## src/rtl/inst_fetch_pkg.sv

```systemverilog
// Shared fetch-path constants and the fetch FSM state type.
// Holds the PC/instruction widths, reset PC, NOP encoding and enable levels.
package inst_fetch_pkg;

  localparam int unsigned               PC_LENGTH    = 32;
  localparam int unsigned               INST_LEN     = 32;
  localparam logic [PC_LENGTH-1:0]      RESET_PC_DEF = 32'h0000_0000;
  localparam logic [INST_LEN-1:0]       INST_NOP     = 32'h0000_0000;
  localparam logic                      ENABLE       = 1'b1;
  localparam logic                      DISABLE      = 1'b0;

  typedef enum logic {
    IDLE = 1'b0,
    RUN  = 1'b1
  } fetch_state_e;

endpackage

```

## src/rtl/inst_fetch_fifo.sv

```systemverilog
// Synchronous FIFO of {pc,inst} words; clear has priority over push.
// Head entry is presented from registered storage; count feeds the credit check.
module inst_fifo
  import inst_fetch_pkg::*;
#(
  parameter int unsigned WIDTH = 64,
  parameter int unsigned DEPTH = 2,
  localparam int unsigned PW   = $clog2(DEPTH),
  localparam int unsigned CW   = PW + 1
) (
  input  logic             clk,
  input  logic             rst,
  input  logic             clear,
  input  logic             push,
  input  logic [WIDTH-1:0] din,
  input  logic             pop,
  output logic [WIDTH-1:0] dout,
  output logic [CW-1:0]    count
);

  localparam logic [CW-1:0] FULL_CNT = CW'(DEPTH);

  logic [WIDTH-1:0] mem [DEPTH];
  logic [PW-1:0]    wr_ptr;
  logic [PW-1:0]    rd_ptr;
  logic             do_push;
  logic             do_pop;

  always_comb begin
    do_pop  = pop && (count != '0);
    do_push = push && ((count != FULL_CNT) || do_pop);
  end

  always_ff @(posedge clk or negedge rst) begin
    if (!rst) begin
      wr_ptr <= '0;
      rd_ptr <= '0;
      count  <= '0;
    end else if (clear) begin
      wr_ptr <= '0;
      rd_ptr <= '0;
      count  <= '0;
    end else begin
      if (do_push) wr_ptr <= wr_ptr + PW'(1);
      if (do_pop)  rd_ptr <= rd_ptr + PW'(1);
      unique case ({do_push, do_pop})
        2'b10:   count <= count + CW'(1);
        2'b01:   count <= count - CW'(1);
        default: count <= count;
      endcase
    end
  end

  // Data storage carries no reset; validity is tracked entirely by count.
  always_ff @(posedge clk) begin
    if (do_push && !clear) mem[wr_ptr] <= din;
  end

  always_comb begin
    dout = mem[rd_ptr];
  end

endmodule

```

## src/rtl/inst_fetch.sv

```systemverilog
// Instruction-fetch front end: owns the PC, issues 1-cycle-latency InstMem reads,
// buffers returned words and hands them to ID over a valid/ready handshake.
module inst_fetch
  import inst_fetch_pkg::*;
#(
  parameter int unsigned           INST_LENGTH = INST_LEN,
  parameter int unsigned           ADDR_WIDTH  = PC_LENGTH,
  parameter logic [ADDR_WIDTH-1:0] RESET_PC    = RESET_PC_DEF,
  parameter int unsigned           FIFO_DEPTH  = 2
) (
  input  logic                   clk,
  input  logic                   rst,
  output logic                   imem_ce,
  output logic [ADDR_WIDTH-1:0]  imem_addr,
  input  logic [INST_LENGTH-1:0] imem_rdata,
  output logic [INST_LENGTH-1:0] inst,
  output logic [ADDR_WIDTH-1:0]  inst_pc,
  output logic                   inst_valid,
  input  logic                   inst_ready,
  input  logic                   flush,
  input  logic [ADDR_WIDTH-1:0]  flush_pc
);

  localparam int unsigned FW = ADDR_WIDTH + INST_LENGTH;
  localparam int unsigned CW = $clog2(FIFO_DEPTH) + 1;

  fetch_state_e          state;
  fetch_state_e          state_nxt;
  logic [ADDR_WIDTH-1:0] pc;
  logic [ADDR_WIDTH-1:0] addr_q;
  logic                  inflight;
  logic                  issue;
  logic                  pop;
  logic                  push;
  logic                  credit_ok;
  logic [CW-1:0]         count;
  logic [FW-1:0]         head;
  logic [CW:0]           used;
  logic [CW:0]           limit;

  inst_fifo #(
    .WIDTH (FW),
    .DEPTH (FIFO_DEPTH)
  ) u_fifo (
    .clk   (clk),
    .rst   (rst),
    .clear (flush),
    .push  (push),
    .din   ({addr_q, imem_rdata}),
    .pop   (pop),
    .dout  (head),
    .count (count)
  );

  // Credit check written as used < depth + pop to avoid an unsigned underflow.
  always_comb begin
    pop       = inst_valid && inst_ready;
    push      = inflight && !flush;
    used      = {1'b0, count} + (CW+1)'(inflight);
    limit     = (CW+1)'(FIFO_DEPTH) + (CW+1)'(pop);
    credit_ok = used < limit;
  end

  always_comb begin
    state_nxt = state;
    issue     = DISABLE;
    unique case (state)
      IDLE: state_nxt = RUN;
      RUN:  issue     = !flush && credit_ok;
      default: state_nxt = IDLE;
    endcase
    if (flush) state_nxt = RUN;
  end

  always_comb begin
    imem_ce   = issue;
    imem_addr = issue ? pc : '0;
  end

  always_ff @(posedge clk or negedge rst) begin
    if (!rst) begin
      state    <= IDLE;
      pc       <= RESET_PC;
      addr_q   <= '0;
      inflight <= 1'b0;
    end else begin
      state <= state_nxt;
      if (flush) begin
        pc       <= flush_pc & ~ADDR_WIDTH'(3);
        inflight <= 1'b0;
      end else begin
        inflight <= issue;
        if (issue) begin
          pc     <= pc + ADDR_WIDTH'(4);
          addr_q <= pc;
        end
      end
    end
  end

  always_comb begin
    inst_valid = (count != '0);
    inst       = inst_valid ? head[INST_LENGTH-1:0] : INST_LENGTH'(INST_NOP);
    inst_pc    = inst_valid ? head[FW-1:INST_LENGTH] : '0;
  end

endmodule

```

## config.mk

```make
export PLATFORM = sky130hd
export DESIGN_NAME = inst_fetch
export DESIGN_NICKNAME = d
export VERILOG_FILES = /design/src/rtl/inst_fetch_pkg.sv /design/src/rtl/inst_fetch_fifo.sv /design/src/rtl/inst_fetch.sv
export SDC_FILE = /design/constraint.sdc
export NUM_CORES = 1
export LEC_CHECK = 0
export CAP_MARGIN = 10
export CORE_MARGIN = 2
export CORE_UTILIZATION = 52
export CTS_CLUSTER_DIAMETER = 30
export CTS_CLUSTER_SIZE = 14
export DETAILED_ROUTE_END_ITERATION = 8
export PLACE_DENSITY = 0.83
export SLEW_MARGIN = 20
export SYNTH_ARGS = -nofsm -noshare
export SYNTH_HDL_FRONTEND = slang
export SYNTH_HIERARCHICAL = 1
export SYNTH_SLANG_ARGS = --single-unit
```

## constraint.sdc

```tcl
create_clock -name clk -period 9.8 [get_ports clk]
set_clock_uncertainty 0.05 [all_clocks]
set_input_delay 1.96 -clock clk [delete_from_list [all_inputs] [get_ports clk]]
set_output_delay 1.96 -clock clk [all_outputs]
set_load 0.005 [all_outputs]
```

---- After elaboration in Yosys (flattened, before gate mapping) ----
Memory sizes are Yosys's and may differ from the RTL's.
Index checks and enable logic that the tools add are counted.
word-level totals
  register bits after elaboration ......... 70
  memory bits (writable) .................. 128
  bits of input ports ..................... 68
  output and inout bits ................... 98
  word-level logic and storage cells ...... 49
  memories kept ........................... 1
memory list
  memory      words  bits a word  read ports  clocked after memory_dff  wr ports  line                   RTL
  u_fifo.mem  2      64           1           0                         1         inst_fetch_fifo.sv:23  logic [WIDTH-1:0] mem [DEPTH];
cells by class
  add/sub/neg operators ................... 7
  order comparisons ....................... 1
  equality and inequality tests ........... 3
  multiplexer cells ....................... 15
  bitwise logic cells ..................... 1
  reductions and logical operators ........ 14
operators by type and width
  operator                                                             number
  32-bit two-way mux                                                   5
  32-bit by 3-bit adder with 32-bit output (second input constant)     1
  1-bit two-way mux                                                    8
  2-bit nonzero test                                                   4
  1-bit logical AND                                                    6
  2-bit one-hot mux with 2 select lines                                1
  2-bit by 1-bit adder with 3-bit output                               1
  2-bit by 1-bit adder with 3-bit output (first input constant)        1
  3-bit < comparator                                                   1
  3-bit nonzero test                                                   1
  1-bit adder (second input constant)                                  2
  2-bit by 1-bit adder with 2-bit output (second input constant)       1
  2-bit by 1-bit == test with 1-bit output (second input constant)     1
  2-bit == test (second input constant)                                1
  2-bit two-way mux                                                    1
  2-bit != test (second input constant)                                1
  2-bit AND reduction                                                  1
  2-bit by 1-bit subtractor with 2-bit output (second input constant)  1
  1-bit zero test                                                      1
  1-bit logical OR                                                     1
  1-bit NOT                                                            1

---- Logic depth before layout (Yosys ltp) ----
  depth after elaboration ................. 8
  mapped depth ............................ 8
  gate-level depth less buffers ........... 7

---- Cells and area by module ----
Netlist, hierarchy kept.
modules (own cells, without submodules)
  module      instances  cells an instance  area an instance (um^2)  seq. area each (um^2)
  inst_fifo   1          224                5072.4                   3943.8
  inst_fetch  1          382                3652.3                   1551.5

---- Worst setup path before layout ----
Ideal clock, no wire load.
  kind .................................... input port to flip-flop
  from .................................... input flush
  to ...................................... memory u_fifo.mem[1][0], enable pin
  library setup time ...................... 666 ps
  arrival time ............................ 9255 ps
  required time ........................... 9084 ps
  path slack .............................. -171 ps
  stages .................................. 5
  path buffers ............................ 2
  cell sequence ........................... buf_2 clkbuf_1 nor2b_1 inv_1 nor4b_1
between the ends
  word-level cells in the longest chain between the ends .. 6
RTL lines
  what                                     line                   RTL
  start, declared                          inst_fetch.sv:20       input logic flush,
  1-bit zero test                          inst_fetch.sv:58       push = inflight && !flush;
  1-bit logical AND                        inst_fetch.sv:58
  named net push                           inst_fetch.sv:34       logic push;
  1-bit logical AND                        inst_fetch_fifo.sv:31  do_push = push && ((count != FULL_CNT) || do_pop);
  1-bit logical AND                        inst_fetch_fifo.sv:56  if (do_push && !clear) mem[wr_ptr] <= din;
  1-bit two-way mux                        inst_fetch_fifo.sv:56
  1-bit two-way mux (not written as such)  inst_fetch_fifo.sv:56
  end, declared                            inst_fetch_fifo.sv:23
The timed path passes the listed nets, and every way through them passes these cells.

---- Final worst setup path ----
  from .................................... input inst_ready
  to ...................................... output imem_addr[19]
between the ends
  word-level cells in the longest chain between the ends .. 6
RTL lines
  what                                    line              RTL
  start, declared                         inst_fetch.sv:19  input logic inst_ready,
  1-bit logical AND                       inst_fetch.sv:57  pop = inst_valid && inst_ready;
  2-bit by 1-bit adder with 3-bit output  inst_fetch.sv:60  limit = (CW+1)'(FIFO_DEPTH) + (CW+1)'(pop);
  3-bit < comparator                      inst_fetch.sv:61  credit_ok = used < limit;
  1-bit logical AND                       inst_fetch.sv:69  RUN: issue = !flush && credit_ok;
  1-bit two-way mux                       inst_fetch.sv:67  unique case (state)
  32-bit two-way mux                      inst_fetch.sv:77  imem_addr = issue ? pc : '0;
  end, declared                           inst_fetch.sv:14  output logic [ADDR_WIDTH-1:0] imem_addr,
No other way between the ends.

==> flow_metrics.env <==
export IMPL_power_mw=1.833
export IMPL_grt_max_degree=67
export IMPL_vias_per_cell=5.285
export IMPL_setup_viol=0
export IMPL_holdBufCountCts=0
export IMPL_synth_edff_count=128
export IMPL_crit_path_start_kind="input pin"
export IMPL_worstMarginPinSlew_ns=1.040
export IMPL_place_inst=967
export IMPL_die_h_microns=133.5
export IMPL_clk_path_buf_depth=2
export IMPL_ys_ff_latch=194
export IMPL_drc_errors=0
export IMPL_die_area_sq_mm=0.01783
export IMPL_critPathKind="input pin to output port"
export IMPL_grt_pass1_vias=5338
export IMPL_drive_gt1_share_pct=19.62
export IMPL_place_gp_congestion=0.8574
export IMPL_n_antenna_cell=0
export IMPL_yosysSeqAreaShare_pct=62.99
export IMPL_cts_buffers=17
export IMPL_insertion_delay_ns=0.43
export IMPL_worst_setup_path_end_kind="output port"
export IMPL_post_cts_resized=0
export IMPL_slew_violations=0
export IMPL_ant_nets=0
export IMPL_leakagePower_nw=4.121
export IMPL_vdd_drop_max_uv=121.3
export IMPL_wirelength_microns=17540
export IMPL_start_util_pct=52.99
export IMPL_async_reset_ff_share_pct=34.02
export IMPL_tns_ns=0
export IMPL_nets=838
export IMPL_num_rows=47
export IMPL_yosysWarnings=6
export IMPL_grt_antenna_before_repair=0
export IMPL_gr_total_overflow=0
export IMPL_numClockSinks=194
export IMPL_netlist_area_sq_mm=0.008725
export IMPL_drtPass1Iterations=5
export IMPL_outcome="finished, final reports clean"
export IMPL_rsz0062_at_grt="false"
export IMPL_h_tree_depth=4
export IMPL_hold_path_class="flip-flop to flip-flop"
export IMPL_fin_cells=1000
export IMPL_final_util_pct=67.68
export IMPL_chipWidth_microns=133.5
export IMPL_required_ns=7.79
export IMPL_syn_to_final_growth_pct=27.74
export IMPL_cts_tree="built"
export IMPL_post_cts_buffers=0
export IMPL_worstPathMaxFanout=46
export IMPL_fmax_mhz=139.8
export IMPL_path_clk_slew_ns=0.07
export IMPL_maxSlewHeadroom_pct=30.50
export IMPL_finalCriticalPeriod_ns=7.154
export IMPL_drt_iter0_drc=356
export IMPL_wl_per_cell_microns=17.54
export IMPL_hold_viol=0
export IMPL_finalCritPeriodShare_pct=72.99
export IMPL_num_io_pins=166
export IMPL_grt_pass1_wl_microns=28280
export IMPL_maxCapViolations=0
export IMPL_fp_coreArea_sq_mm=0.01647
export IMPL_ys_types=50
export IMPL_postSynthCellCount=606
export IMPL_track_usage_pct=20.41
export IMPL_synth_avg_cell_area_sq_um=14.40
export IMPL_io_buffers=161
export IMPL_synthFlopType="edfxtp_1"
export IMPL_dp_hpwl_microns=11580
export IMPL_crit_arrival_ns=5.14
export IMPL_cts_root_buffer="clkbuf_16"
export IMPL_vias=5285
export IMPL_power_density_mw_per_mm2=164.5
export IMPL_r2r_slack_ns=6.30
worst paths after layout:
path | from | to | depth (start not counted)
max in group asynchronous | rst | u_fifo/rd_ptr | 2
min in group asynchronous | rst | addr_q[13] | 2
worst min-delay path | addr_q[7] | u_fifo/mem[1][39] | 0
worst min register to register | addr_q[7] | u_fifo/mem[1][39] | 0
worst max register to register | u_fifo/count[0] | addr_q[30] | 6
worst max-delay path | inst_ready | imem_addr[19] | 7
placed cells by master, fill, tap and decap left out, types with 7 or more instances in the layout:
cell and count:
and2_1 91, and3_1 8, buf_4 7, clkbuf_16 17
clkdlybuf4s50_1 159, conb_1 7, dfrtp_1 65, edfxtp_1 128
mux2_2 45, mux2_4 50, nand2_1 33, nand3_1 15
nor2_1 12, o21ai_0 26, xnor2_1 7, xor2_1 16
stage by stage:
step                      hold slack, ns  setup WS [ns]  area, sq um
after floorplan                   0.3882          2.986         8750
after global placement            0.3965          2.741        10530
after detailed placement          0.4060          2.626        10530
after CTS                         0.4220          2.620        11120
after global routing              0.4342          2.456        11140
final                             0.4167          2.647        11140
power by group:
part           total [mW]  switching, mW  internal [mW]
clock               0.690          0.325          0.365
combinational       0.166         0.0664         0.0994
sequential          0.977         0.0455          0.932
cell type report:
class                           instances  area [sq um]
Sequential cell                       194          5499
Fill cell                            1175          5321
Multi-Input combinational cell        379          3075
Timing Repair Buffer                  169          1682
Clock buffer                           17         425.4
Tap cell                              220         275.3
Clock inverter                         15         165.2
Inverter                                6         22.52
per-layer routing:
layer,vias to the layer above,routed length (microns),track usage [%]
met2,188,8743,33.71
met3,13,904,4.490
li1,2495,-,-
met4,0,156,6.560
met5,-,0,0
met1,2589,7737,27.14
state kept, by name, indices dropped and copies added, names as in the netlist:
signal / flops
u_fifo/rd_ptr: 1
pc: 30
u_fifo/mem: 128
u_fifo/wr_ptr: 1
addr_q: 30
u_fifo/count: 2
inflight: 1
state: 1
cell families after synthesis:
group / Yosys count / share of synthesized area (%)
compound gates: 45 / 2.940
xor+xnor: 23 / 2.309
fa+ha+maj: 3 / 0.4303
buf+inv: 38 / 2.337
flops: 194 / 62.99
mux: 96 / 14.53
other cells: 2 / 0.08608
simple gates: 205 / 14.38
critical path: stages:
cell and delay, ns:
clkdlybuf4s50_1 0.49, o21ai_1 0.12, o21ai_2 0.63, nand2_2 0.30
nor2_4 0.86, and2_1 0.25, clkdlybuf4s50_1 0.52
cell usage after synthesis (2+ instances only):
cell type,instances,share of area [%]
dfrtp_1,66,19
buf_4,2,0.17
nor2b_1,3,0.22
nor3_1,5,0.29
buf_6,6,0.77
o21a_1,2,0.17
nand4b_1,5,0.50
xnor2_1,7,0.70
a21oi_1,3,0.17
a31oi_1,5,0.36
nand3_1,15,0.86
edfxtp_1,128,44
ha_1,3,0.43
and4_1,2,0.20
nand4_1,6,0.43
conb_1,2,0.086
and2_1,91,6.5
mux2_2,45,5.8
nand2_1,33,1.4
nor4_2,2,0.29
nor2_1,13,0.56
clkbuf_1,17,0.73
buf_2,7,0.40
or3_1,4,0.29
mux2_4,50,8.6
and3_1,8,0.57
o21ai_0,26,1.5
nor4_1,2,0.14
o211ai_1,4,0.34
or4_1,3,0.26
o21ai_1,2,0.11
inv_1,6,0.26
xor2_1,16,1.6
No activity file was read; power rests on OpenSTA's default activity.
==> RTL edit 1: new RTL, same settings <==
Set the parameter `FIFO_DEPTH` to 4 (it was 2).
--- a/src/rtl/inst_fetch.sv
+++ b/src/rtl/inst_fetch.sv
@@ -8,3 +8,3 @@
   parameter logic [ADDR_WIDTH-1:0] RESET_PC    = RESET_PC_DEF,
-  parameter int unsigned           FIFO_DEPTH  = 2
+  parameter int unsigned           FIFO_DEPTH  = 4
 ) (
Formal check against the unedited RTL: not equivalent (Yosys sat finds a counterexample within 4 cycles, from zero or initial values and one cycle with rst low).
==> RTL edit 1 against the original RTL <==
- critical path depth did not move
- hold slack improved by 0.046 ns
- cell area up 55%
- global-route usage grew 0.43 points
- non-clock buffer count fell by 2
- largest power group is now the clock network
- largest cell class unchanged
- routed wire length up 57%
- clock power rose to 2.7 times the old value
- die area rose by 53%
- sequential share of layout area increased by 5.3 points
- power up 110%
- critical path type unchanged
- sequential cell count grew 131
- synthesized area increased by 55%
- synthesized cell count grew 31%
- worst setup slack lost 0.089 ns
==> RTL edit 1: results (changes against the original RTL) <==
- The flow ran to the end, and the final reports show no timing, DRC or antenna violations.
- The number of levels in the clock H-tree is 2 (-2).
- Synth area leaders: sky130_fd_sc_hd__edfxtp_1, sky130_fd_sc_hd__dfrtp_1, sky130_fd_sc_hd__mux4_2
- The total cell area at the placement stage came to 15,400 um2 (+46%).
- The total wire length is 27,600 um (+57%).
- Clock transition at the registers of the reported paths: 0.05 ns (-0.02 ns)
* Top cell family by delay on the critical path: buffers and inverters
- DRT iter0 DRCs: 587 (+65%)
- The sum of net half-perimeters after detailed placement came to 15,700 um (+36%).
- First-pass GRT wire length: 43,100 um (+53%)
- Final Hold Slack: 0.463 ns (+0.0459 ns)
- Worst R2R Path Depth: 8 (+2)
* Post-synthesis async set-or-reset flop share: 0.212 (-0.128)
- CTS max path bufs: 3 (+1)
- The worst-skew pair later-pin latency came to 0.55 ns (+0.12 ns).
- The most critical setup path has its endpoint at imem_addr[31].
- The number of synthesized flops with an enable pin was 256 (+100%).
- Pin count of the biggest net entering global routing: 70 (+4.5%)
- Launch point of the worst hold path: addr_q[16]$_DFFE_PN0P_
- The number of cells in the design after placement was 1,252 (+29%).
- Setup slack after placement: 2.53 ns (-0.0952 ns)
* Post-synthesis area per instance: 17.0 um2 (+18%)
- Reported leakage power: 5.89 nW (+43%)
* Register area share after synthesis: 0.697 (+0.0671)
* Via Count: 7,616 (+44%)
* Global router's overall resource usage: 0.208 (+0.00431)
- Synth Area in Compound Gates: 0.0303 (+0.000890)
- Arrival time at the worst endpoint: 5.23 ns (+0.09 ns)
* Crit share post-route: 0.739 (+0.00904)
* Critical Path Max Stage Delay: 0.73 ns (-0.13 ns)
* Post-cts resize count: 0 (unchanged)
- Worst flop-to-flop path endpoint: addr_q[23]$_DFFE_PN0P_
- The number of antenna violations at the first check in global routing was 0 (unchanged).
* Highest fanout seen on the critical path: 36 (-22%)
- Routed wire length per instance: 20.4 um (+16%)
* Ranking of synthesized cells by instance count: sky130_fd_sc_hd__edfxtp_1, sky130_fd_sc_hd__and2_1, sky130_fd_sc_hd__dfrtp_1, sky130_fd_sc_hd__mux4_2, sky130_fd_sc_hd__mux2_2
- Setup slack of the worst register-to-register path: 5.80 ns (-0.50 ns)
- Cell variety after synth: 51 (+2.0%)
- The number of global-route vias before repair came to 7,902 (+48%).
==> RTL edit 1: cell count changes in the layout (fill, tap and decap cells not counted), sizes merged, moves of 11 or more <==
cell / delta
or4: +13
mux4: +64
clkbuf: +47
edfxtp: +128
o31ai: +11
clkinv: +15
mux2: -63
o21ai: -13
==> RTL edit 1: cell type report <==
type / count / area (um2)
Fill cell: 1625 / 8090
Multi-Input combinational cell: 420 / 3850
Tap cell: 330 / 413
Sequential cell: 325 / 9420
Timing Repair Buffer: 167 / 1650
Inverter: 10 / 37.5
Clock inverter: 38 / 390
Clock buffer: 64 / 1470
==> RTL edit 1: per-layer routing <==
layer,GRT usage,wire length (um),part of all wire
met5,0,0,0
met4,0.0573,414,0.015
met3,0.0514,1970,0.071
met2,0.345,13700,0.50
met1,0.279,11500,0.42
==> RTL edit 1: power breakdown <==
part | switching (mW) | internal (mW) | leakage, nW
sequential | 0.0677 | 1.58 | 3.13
combinational | 0.122 | 0.168 | 1.85
clock | 0.656 | 1.21 | 0.909
==> RTL edit 2: new RTL, config.mk and constraints unchanged <==
Made on the original files. Reset style: synchronous (`rst`), changed in 2 clocked blocks.
--- a/src/rtl/inst_fetch_fifo.sv
+++ b/src/rtl/inst_fetch_fifo.sv
@@ -33,3 +33,3 @@
 
-  always_ff @(posedge clk or negedge rst) begin
+  always_ff @(posedge clk) begin
     if (!rst) begin
--- a/src/rtl/inst_fetch.sv
+++ b/src/rtl/inst_fetch.sv
@@ -79,3 +79,3 @@
 
-  always_ff @(posedge clk or negedge rst) begin
+  always_ff @(posedge clk) begin
     if (!rst) begin
Formal check against the unedited RTL: differs if rst is asserted again (counterexample within 4 cycles, from zero or initial values and one cycle with rst low); with rst held inactive, the same outputs for 4 cycles.
==> RTL edit 2 against the original RTL <==
- via count up 7.5%
- sequential share of layout area down 0.59 points
- power down 9.3%
- cell count up 7.7%
- register-to-register slack better by 0.12 ns
- critical endpoint is now imem_addr[2]
- largest cell class unchanged
- hold slack worse by 0.011 ns
- synthesized area down 5.1%
- cell area down 4.5%
- routed wire length down 0.82%
- worst setup slack worse by 0.25 ns
- maximum frequency down 3.4%
- sequential cell count up 1
==> RTL edit 2: results (changes against the original RTL) <==
* Register area share after synthesis: 0.626 (-0.00388)
* Reported leakage power: 3.78 nW (-8.3%)
* Adder-cell share of the synthesized area: 0.00453 (+0.000229)
- Met1 Usage GRT: 0.261 (-0.0108)
* DRT iter0 DRCs: 361 (+1.4%)
- GR met2 Demand/Resource: 0.347 (+0.0100)
- The number of non-filler instances in the completed layout is 1,077 (+7.7%).
- The multiplexer share of the synthesized area is 0.0924 (-0.0528).
- Synth area leaders: sky130_fd_sc_hd__edfxtp_1, sky130_fd_sc_hd__dfxtp_1, sky130_fd_sc_hd__mux2_2
- Xor/xnor cell area share of the yosys netlist: 0.0180 (-0.00511)
* Met3 WL: 1020 um (+12%)
- The proportion of register bits with asynchronous set or reset after synthesis came to 0 (-0.340).
- The share of total power in sequential cells was 0.544 (+0.011).
- First-pass GRT wire length: 26,800 um (-5.2%)
* Number of global-route vias before repair: 5,445 (+2.0%)
- The total clock network power is 0.666 mW (-3.5%).
* Ranking of synthesized cells by instance count: sky130_fd_sc_hd__edfxtp_1, sky130_fd_sc_hd__nand2_1, sky130_fd_sc_hd__dfxtp_1, sky130_fd_sc_hd__and2_1, sky130_fd_sc_hd__mux2_2
* Slew of the pin with the lowest slew margin: 0.982 ns (-0.0578 ns)
- The total global-route track usage came to 0.206 (+0.00180).
- Gpl congestion: 0.855 (-0.28%)
- Met1 routed wirelength after detailed routing: 7530 um (-2.7%)
- The arrival time at the worst endpoint was 5.39 ns (+0.25 ns).
- Proportion of layout cells with a drive suffix above 1: 0.142 (-0.0545)
* Number of cells after detailed placement: 1,045 (+8.1%)
- Outcome: finished, final reports clean
* Synth Area in Compound Gates: 0.0690 (+0.0396)
-- RTL edit 2: cell types whose count changed after synthesis, sizes merged, moves of 9 or more --
cell and change:
dfxtp +67, dfrtp -66, nand2 +44, a21oi +42
inv +31, mux2 -30, and2 -27, clkbuf +9
-- RTL edit 2: final cells by class --
class,count,area [um2],area share
sequential,195,5190,0.488
clock inverter,15,145,0.0136
inverter,37,139,0.0131
tap,216,270,0.0254
clock buffer,17,425,0.0400
multi-input combinational,430,2820,0.265
timing repair buffer,167,1660,0.156
-- RTL edit 2: through the flow --
step	instance area [um2]	utilization	total power, mW
after floorplan	8300	-	0.960
after global placement	10100	0.641	1.01
after detailed placement	10100	0.641	1.01
after CTS	10600	0.677	1.67
after global routing	10600	0.677	1.72
final	10600	0.677	1.66
-- RTL edit 2: final timing paths --
check                                                   from                          end  slack (ns)  cells past startpoint
worst min-delay path                 addr_q[10]$_SDFFE_PN0P_  u_fifo/mem[0][42]$_DFFE_PP_        0.41                      0
worst max register to register  u_fifo/count[0]$_SDFFE_PP0P_          pc[18]$_SDFFE_PN0P_        6.42                      8
worst min register to register       addr_q[10]$_SDFFE_PN0P_  u_fifo/mem[0][42]$_DFFE_PP_        0.41                      0
worst max-delay path                                   flush                 imem_addr[2]        2.40                      9
-- RTL edit 2: worst max-delay path, cell delays in order --
cell and delay, ns:
sky130_fd_sc_hd__clkdlybuf4s50_1 0.80, sky130_fd_sc_hd__inv_1 0.16, sky130_fd_sc_hd__buf_4 0.40, sky130_fd_sc_hd__nand3_1 0.12, sky130_fd_sc_hd__buf_4 0.28, sky130_fd_sc_hd__inv_1 0.74, sky130_fd_sc_hd__nand2_1 0.25, sky130_fd_sc_hd__inv_1 0.13
sky130_fd_sc_hd__clkdlybuf4s50_1 0.53
